**src/rtl/pingpong_pkg.sv**
```systemverilog
// Shared definitions for the ping-pong tile buffer and its write-side loader.
// Holds the loader FSM state type, the default buffer geometry and the
// performance counter width.
package pingpong_pkg;

  typedef enum logic [1:0] {
    IDLE      = 2'd0,
    FILL      = 2'd1,
    WAIT_SWAP = 2'd2,
    SWAP      = 2'd3
  } state_e;

  localparam int DATA_W_DEF = 128;
  localparam int ADDR_W_DEF = 10;
  localparam int DEPTH_DEF  = 1024;
  localparam int PERF_W     = 32;

endpackage

```
**src/rtl/pingpong_loader_sat_counter.sv**
```systemverilog
// Saturating up-counter with synchronous clear; sticks at all-ones.
module sat_counter #(
  parameter int W = 32
) (
  input  logic         clk_i,
  input  logic         rst_i,
  input  logic         clr_i,
  input  logic         inc_i,
  output logic [W-1:0] cnt_o
);

  localparam logic [W-1:0] CNT_ONE = W'(1);
  localparam logic [W-1:0] CNT_MAX = '1;

  logic [W-1:0] cnt_q, cnt_d;

  // next count: clear has priority, increment stops at the maximum
  always_comb begin
    cnt_d = cnt_q;
    if (clr_i) begin
      cnt_d = '0;
    end else if (inc_i && (cnt_q != CNT_MAX)) begin
      cnt_d = cnt_q + CNT_ONE;
    end
  end

  // count register
  always_ff @(posedge clk_i or posedge rst_i) begin
    if (rst_i) begin
      cnt_q <= '0;
    end else begin
      cnt_q <= cnt_d;
    end
  end

  assign cnt_o = cnt_q;

endmodule

```
**src/rtl/pingpong_loader.sv**
```systemverilog
// Write-side controller for the ping-pong tile buffer.
// Streams tiles from the DMA into the buffer write bank, swaps banks once the
// read bank is free and flags tile_ready to the compute stage.
// Optional stall/starve performance counters: define PINGPONG_LOADER_PERF_EN.
//
// state     | meaning
// ----------+-----------------------------------------------------------
// IDLE      | no job; waiting for start, config checked here
// FILL      | accepting stream words, one buffer write per handshake
// WAIT_SWAP | tile complete; waiting for the read bank to be released
// SWAP      | one-cycle bank-switch pulse, then next tile or done
module pingpong_loader
  import pingpong_pkg::*;
#(
  parameter int DATA_W  = DATA_W_DEF,
  parameter int ADDR_W  = ADDR_W_DEF,
  parameter int DEPTH   = DEPTH_DEF,
  parameter int TILES_W = 16
) (
  input  logic                clk_i,
  input  logic                rst_i,
  input  logic                start_i,
  input  logic [ADDR_W:0]     tile_len_i,
  input  logic [TILES_W-1:0]  num_tiles_i,
  input  logic [DATA_W-1:0]   s_data_i,
  input  logic                s_valid_i,
  output logic                s_ready_o,
  output logic [DATA_W-1:0]   wr_data_o,
  output logic                wr_en_o,
  output logic [ADDR_W-1:0]   wr_addr_o,
  output logic                switch_banks_o,
  output logic                tile_ready_o,
  input  logic                cons_done_i,
  output logic                busy_o,
  output logic                done_o,
  output logic                err_cfg_o,
  output logic [PERF_W-1:0]   stall_cycles_o,
  output logic [PERF_W-1:0]   starve_cycles_o
);

  localparam logic [ADDR_W:0]    PTR_ONE   = (ADDR_W+1)'(1);
  localparam logic [ADDR_W:0]    DEPTH_L   = (ADDR_W+1)'(DEPTH);
  localparam logic [TILES_W-1:0] TILES_ONE = TILES_W'(1);

  state_e              state_q, state_d;
  logic [ADDR_W:0]     ptr_q, ptr_d;
  logic [ADDR_W:0]     len_q, len_d;
  logic [TILES_W-1:0]  tiles_q, tiles_d;
  logic                tile_ready_q, tile_ready_d;
  logic                wr_en_q, wr_en_d;
  logic [ADDR_W-1:0]   wr_addr_q, wr_addr_d;
  logic [DATA_W-1:0]   wr_data_q, wr_data_d;
  logic                done_q, done_d;
  logic                err_q, err_d;

  logic cfg_ok;
  logic accept;
  logic hs;
  logic last_word;
  logic last_tile;
  logic swap_go;

  assign cfg_ok    = (tile_len_i != '0) && (tile_len_i <= DEPTH_L) && (num_tiles_i != '0);
  assign accept    = (state_q == IDLE) && start_i && cfg_ok;
  assign hs        = s_valid_i && s_ready_o;
  assign last_word = (ptr_q == (len_q - PTR_ONE));
  assign last_tile = (tiles_q == TILES_ONE);
  // a consumer release in the same cycle frees the read bank just as well
  assign swap_go   = !tile_ready_q || cons_done_i;

  // state register
  always_ff @(posedge clk_i or posedge rst_i) begin
    if (rst_i) begin
      state_q <= IDLE;
    end else begin
      state_q <= state_d;
    end
  end

  // next-state decode
  always_comb begin
    state_d = state_q;
    case (state_q)
      IDLE:      if (accept) state_d = FILL;
      FILL:      if (hs && last_word) state_d = WAIT_SWAP;
      WAIT_SWAP: if (swap_go) state_d = SWAP;
      SWAP:      state_d = last_tile ? IDLE : FILL;
      default:   state_d = IDLE;
    endcase
  end

  // state-decoded outputs
  always_comb begin
    s_ready_o      = (state_q == FILL);
    switch_banks_o = (state_q == SWAP);
    busy_o         = (state_q != IDLE);
  end

  // datapath next values: config latch, write pointer, tile count, status
  always_comb begin
    ptr_d        = ptr_q;
    len_d        = len_q;
    tiles_d      = tiles_q;
    wr_en_d      = hs;
    wr_addr_d    = wr_addr_q;
    wr_data_d    = wr_data_q;
    done_d       = (state_q == SWAP) && last_tile;
    err_d        = (state_q == IDLE) && start_i && !cfg_ok;
    tile_ready_d = tile_ready_q;

    if (accept) begin
      len_d   = tile_len_i;
      tiles_d = num_tiles_i;
      ptr_d   = '0;
    end

    if (hs) begin
      wr_addr_d = ptr_q[ADDR_W-1:0];
      wr_data_d = s_data_i;
      ptr_d     = ptr_q + PTR_ONE;
    end

    if (state_q == SWAP) begin
      tiles_d = tiles_q - TILES_ONE;
      ptr_d   = '0;
    end

    // a new tile landing in the read bank outranks a release of the old one
    if (state_q == SWAP) begin
      tile_ready_d = 1'b1;
    end else if (cons_done_i) begin
      tile_ready_d = 1'b0;
    end
  end

  // datapath registers
  always_ff @(posedge clk_i or posedge rst_i) begin
    if (rst_i) begin
      ptr_q        <= '0;
      len_q        <= '0;
      tiles_q      <= '0;
      tile_ready_q <= 1'b0;
      wr_en_q      <= 1'b0;
      wr_addr_q    <= '0;
      wr_data_q    <= '0;
      done_q       <= 1'b0;
      err_q        <= 1'b0;
    end else begin
      ptr_q        <= ptr_d;
      len_q        <= len_d;
      tiles_q      <= tiles_d;
      tile_ready_q <= tile_ready_d;
      wr_en_q      <= wr_en_d;
      wr_addr_q    <= wr_addr_d;
      wr_data_q    <= wr_data_d;
      done_q       <= done_d;
      err_q        <= err_d;
    end
  end

  assign wr_en_o      = wr_en_q;
  assign wr_addr_o    = wr_addr_q;
  assign wr_data_o    = wr_data_q;
  assign tile_ready_o = tile_ready_q;
  assign done_o       = done_q;
  assign err_cfg_o    = err_q;

`ifdef PINGPONG_LOADER_PERF_EN
  sat_counter #(.W(PERF_W)) u_stall_cnt (
    .clk_i (clk_i),
    .rst_i (rst_i),
    .clr_i (accept),
    .inc_i (state_q == WAIT_SWAP),
    .cnt_o (stall_cycles_o)
  );

  sat_counter #(.W(PERF_W)) u_starve_cnt (
    .clk_i (clk_i),
    .rst_i (rst_i),
    .clr_i (accept),
    .inc_i ((state_q == FILL) && !s_valid_i),
    .cnt_o (starve_cycles_o)
  );
`else
  assign stall_cycles_o  = '0;
  assign starve_cycles_o = '0;
`endif

endmodule

```
**config.mk**
```make
export PLATFORM = sky130hd
export DESIGN_NAME = pingpong_loader
export DESIGN_NICKNAME = d
export VERILOG_FILES = /design/src/rtl/pingpong_pkg.sv /design/src/rtl/pingpong_loader_sat_counter.sv /design/src/rtl/pingpong_loader.sv
export SDC_FILE = /design/constraint.sdc
export NUM_CORES = 1
export LEC_CHECK = 0
export CELL_PAD_IN_SITES_DETAIL_PLACEMENT = 0
export CELL_PAD_IN_SITES_GLOBAL_PLACEMENT = 1
export CORE_ASPECT_RATIO = 1.25
export CORE_MARGIN = 4
export CORE_UTILIZATION = 33
export CTS_CLUSTER_DIAMETER = 120
export DETAILED_ROUTE_END_ITERATION = 7
export PLACE_DENSITY = 0.85
export RECOVER_POWER = 100
export SETUP_SLACK_MARGIN = 0.4
export SLEW_MARGIN = 20
export SYNTH_ARGS = -nofsm -noshare
export SYNTH_HDL_FRONTEND = slang
export SYNTH_SLANG_ARGS = --single-unit
```
**constraint.sdc**
```tcl
create_clock -name clk_i -period 18.2 [get_ports clk_i]
set_clock_uncertainty 0.05 [all_clocks]
set_input_delay 5.46 -clock clk_i [delete_from_list [all_inputs] [get_ports clk_i]]
set_output_delay 5.46 -clock clk_i [all_outputs]
set_load 0.1 [all_outputs]
```
==> impl_metrics.tcl <==
set metrics [dict create \
    gp_congestion 0.827 \
    postCtsSetupRepairBufs 0 \
    io_pins 369 \
    met2WireLength_um 12300 \
    powerDensity_nw_per_um2 102 \
    synth_cell_types 52 \
    clock_latency_ns 0.42 \
    cts_sinks 182 \
    yosys.area_share.simple_pct 26.9 \
    topRoutingLayerUsed "met4" \
    multi_input_area_um2 3340 \
    reg2reg_from "state_q[1]" \
    crit_required_ns 18.49 \
    h-tree-depth 4 \
    detail_route.iter0.violations 295 \
    power_frac_clock_pct 28.1 \
    synth.top_cell.area_share_pct 54.1 \
    rsz0062_at_grt "no" \
    vias 7232 \
    num_rows 65 \
    synth-edff-count 0 \
    via_per_inst 4.52 \
    synth_top_family_by_area "simple AND/OR/NAND/NOR gates" \
    finalSetupTns_ns 0 \
    power.internal_w 0.000706 \
    cp.arrival_ns 12.44 \
    numCtsBuffers 17 \
    syn_inst 973 \
    postRouteAntennaNets 0 \
    path_class "primary input to flop" \
    holdCritStartpoint "wr_data_o[127]" \
    p_comb_share_pct 34.4 \
    grt_max_degree 112 \
    timing.rr.end "wr_data_o[52]" \
    drive_gt1_share_pct 3.71 \
    swShare_pct 42.1 \
    seqPwrFrac_pct 37.5 \
    yosysTopAreaCell "dfrtp_1" \
    seqCellArea_um2 4550 \
    r2r_slack_ns 10.76 \
    crit_fanout 88 \
    path_clk_slew_ns 0.06 \
    r2r_cells 7 \
    wl_met3_um 2230 \
    antenna_found_initial 0 \
    synthTopCellsByCount "nand2_1, dfrtp_1, buf_4" \
    hold-path-endpoint "wr_data_o[127]" \
    n_antenna_cell 0 \
    start_kind "primary input" \
    timing.fmax_mhz 82.3 \
    ys_top_cells_by_area "dfrtp_1, nand2_1, buf_4" \
    drt_pre_antenna_iters 4 \
    start_util_pct 33.4 \
    yosysMostFrequentCell "nand2_1" \
    routed_wl_um 24400 \
    p_sw_w 0.000514 \
    slew_headroom_pct -232 \
    dieArea_um2 28100 \
    synth-compound-area-share_pct 5.56 \
    grt_pass1_wl_um 38300 \
    finalSetupViolations 0 \
    drc 0 \
    hold_path.class "flop to flop" \
    p_leak_nw 5.89 \
    yosys-mux-area-fraction_pct 1.44 \
    synth-xor-area-share_pct 1.87 \
    cts_resized 0 \
    gr-total-overflow 0 \
    place_ws_ns 9.64 \
    wl_met1_um 9440 \
    port_buffers 304 \
    drv_slew 416 \
    ir_worst_vdd_mv 0.0638 \
    dpl.hpwl_um 17500 \
    cts_buffer_depth 2 \
    clockRootBuffer "clkbuf_16" \
    grtUsageTotal_pct 17.2 \
    min_period_ns 12.15 \
    synth_area_um2 8410 \
    cts_tree "built" \
    fin_ws_ns 6.05 \
    ys_ff_latch 182 \
    violations "max-capacitance violations, max-slew violations" \
    cts-hold-fix-buffers 0 \
    wl_per_cell_um 15.2 \
    avgSynthCellArea_um2 8.65 \
    end_kind "flop" \
    area_growth_pct 42.3 \
    die_height_um 187 \
    synth-seq-area-share_pct 54.1 \
    yosys_warnings 0 \
    async_reset_ff_share_pct 100 \
    worst_slew_pin_slew_ns 4.96 \
    status "finished with violations" \
    drv_cap 5 \
    fillerInstances 2494 \
    synthFlopType "dfrtp_1" \
    min_path_cells 2 \
    fin_crit_sh_pct 66.7 \
    synthAdderAreaFrac_pct 1.34 \
    grt_pass1_vias 7064 \
    hold_violations 0 \
    nNetsFinal 1422 \
    fp.coreArea_um2 25200 \
    die_w_um 151 \
]
## layout by cell type (no fill, tap or decap), drive strengths merged, types with 4 or more instances in the layout
cell type / Yosys / layout
a21oi: 17 / 17
a311oi: 6 / 6
a31oi: 9 / 9
and3: 5 / 5
clkbuf: 34 / 24
clkdlybuf4s50: 0 / 155
clkinv: 0 / 5
clkinvlp: 0 / 5
conb: 1 / 64
dfrtp: 182 / 182
dlygate4sd3: 0 / 149
ha: 9 / 9
inv: 16 / 16
mux2: 6 / 6
mux2i: 5 / 5
nand2: 469 / 469
nand3: 9 / 9
nand3b: 4 / 4
nand4: 5 / 5
nor2: 26 / 26
nor3: 8 / 8
nor4: 9 / 9
o211ai: 4 / 4
o21ai: 18 / 18
or2: 4 / 4
or4: 5 / 5
xnor2: 11 / 11
xor2: 7 / 7
## stage by stage
stage          utilization (%)  cells  cell area, um^2  hold WS (ns)  total power, W
6_report                  47.5   1601            12000         0.415         0.00122
5_1_grt                   47.5   1601            12000         0.439         0.00128
4_1_cts                   47.7   1601            12000         0.428         0.00125
3_5_place_dp              45.6   1569            11500         0.411        0.000896
3_3_place_gp              45.6   1569            11500         0.406        0.000894
2_1_floorplan                -   1036             8650         0.414        0.000789
## power groups by stage
stage | clock network, W | registers (W) | logic [W]
after floorplan | 0 | 0.000668 | 0.000122
after global routing | 0.000377 | 0.000461 | 0.000437
after CTS | 0.000358 | 0.000458 | 0.000432
after detailed placement | 0 | 0.000465 | 0.000431
final | 0.000343 | 0.000457 | 0.000420
after global placement | 0 | 0.000464 | 0.000430
## registers in the layout, indices dropped and copies added, names as in the netlist
name and flops:
ptr_q 11, wr_en_o 1, state_q 2, err_cfg_o 1, done_o 1, len_q 11
wr_data_o 128, tile_ready_o 1, wr_addr_o 10, tiles_q 16
## layer usage
| metal | vias up | GRT usage, % |
|---|---|---|
| li1 | 3542 | - |
| met1 | 3407 | 20.4 |
| met2 | 263 | 28.9 |
| met3 | 20 | 6.07 |
| met4 | 0 | 5.34 |
| met5 | - | 0 |
## how the worst max path moves through the flow
stage          slack, ns             to           from
3_3_place_gp        9.69     tiles_q[1]  tile_len_i[2]
5_1_grt             5.22  wr_data_o[78]      s_valid_i
2_1_floorplan       7.75         done_o          rst_i
4_1_cts            10.11     tiles_q[1]  tile_len_i[2]
3_5_place_dp        9.64     tiles_q[1]  tile_len_i[2]
6_report            6.05  wr_data_o[52]      s_valid_i
## layout make-up
cell class | count | share of cell area (%)
clock buffer | 22 | 3.88
clock inverter | 10 | 0.606
inverter | 16 | 0.522
multi-input combinational | 728 | 27.9
sequential | 182 | 38.0
tap | 335 | 3.50
timing repair buffer | 308 | 25.6
## kinds of logic (layout without fill, tap and decap cells)
kind of cell               count (synthesis)  in the layout
buffers and inverters                    126            356
muxes                                     11             11
AOI/OAI and AO/OA                         70             70
adders and majority gates                  9              9
other                                      1             64
and+or+nand+nor                          556            556
xor gates and xnor gates                  18             18
DFF                                      182            182
## worst max-delay path, cell delays in order
cell and delay [ns]:
dlygate4sd3_1 0.53, nand2_1 1.08, clkinvlp_2 2.00, clkbuf_1 2.75, nand2_1 0.29, nand2_1 0.19
(Power assumes the default switching activity.)
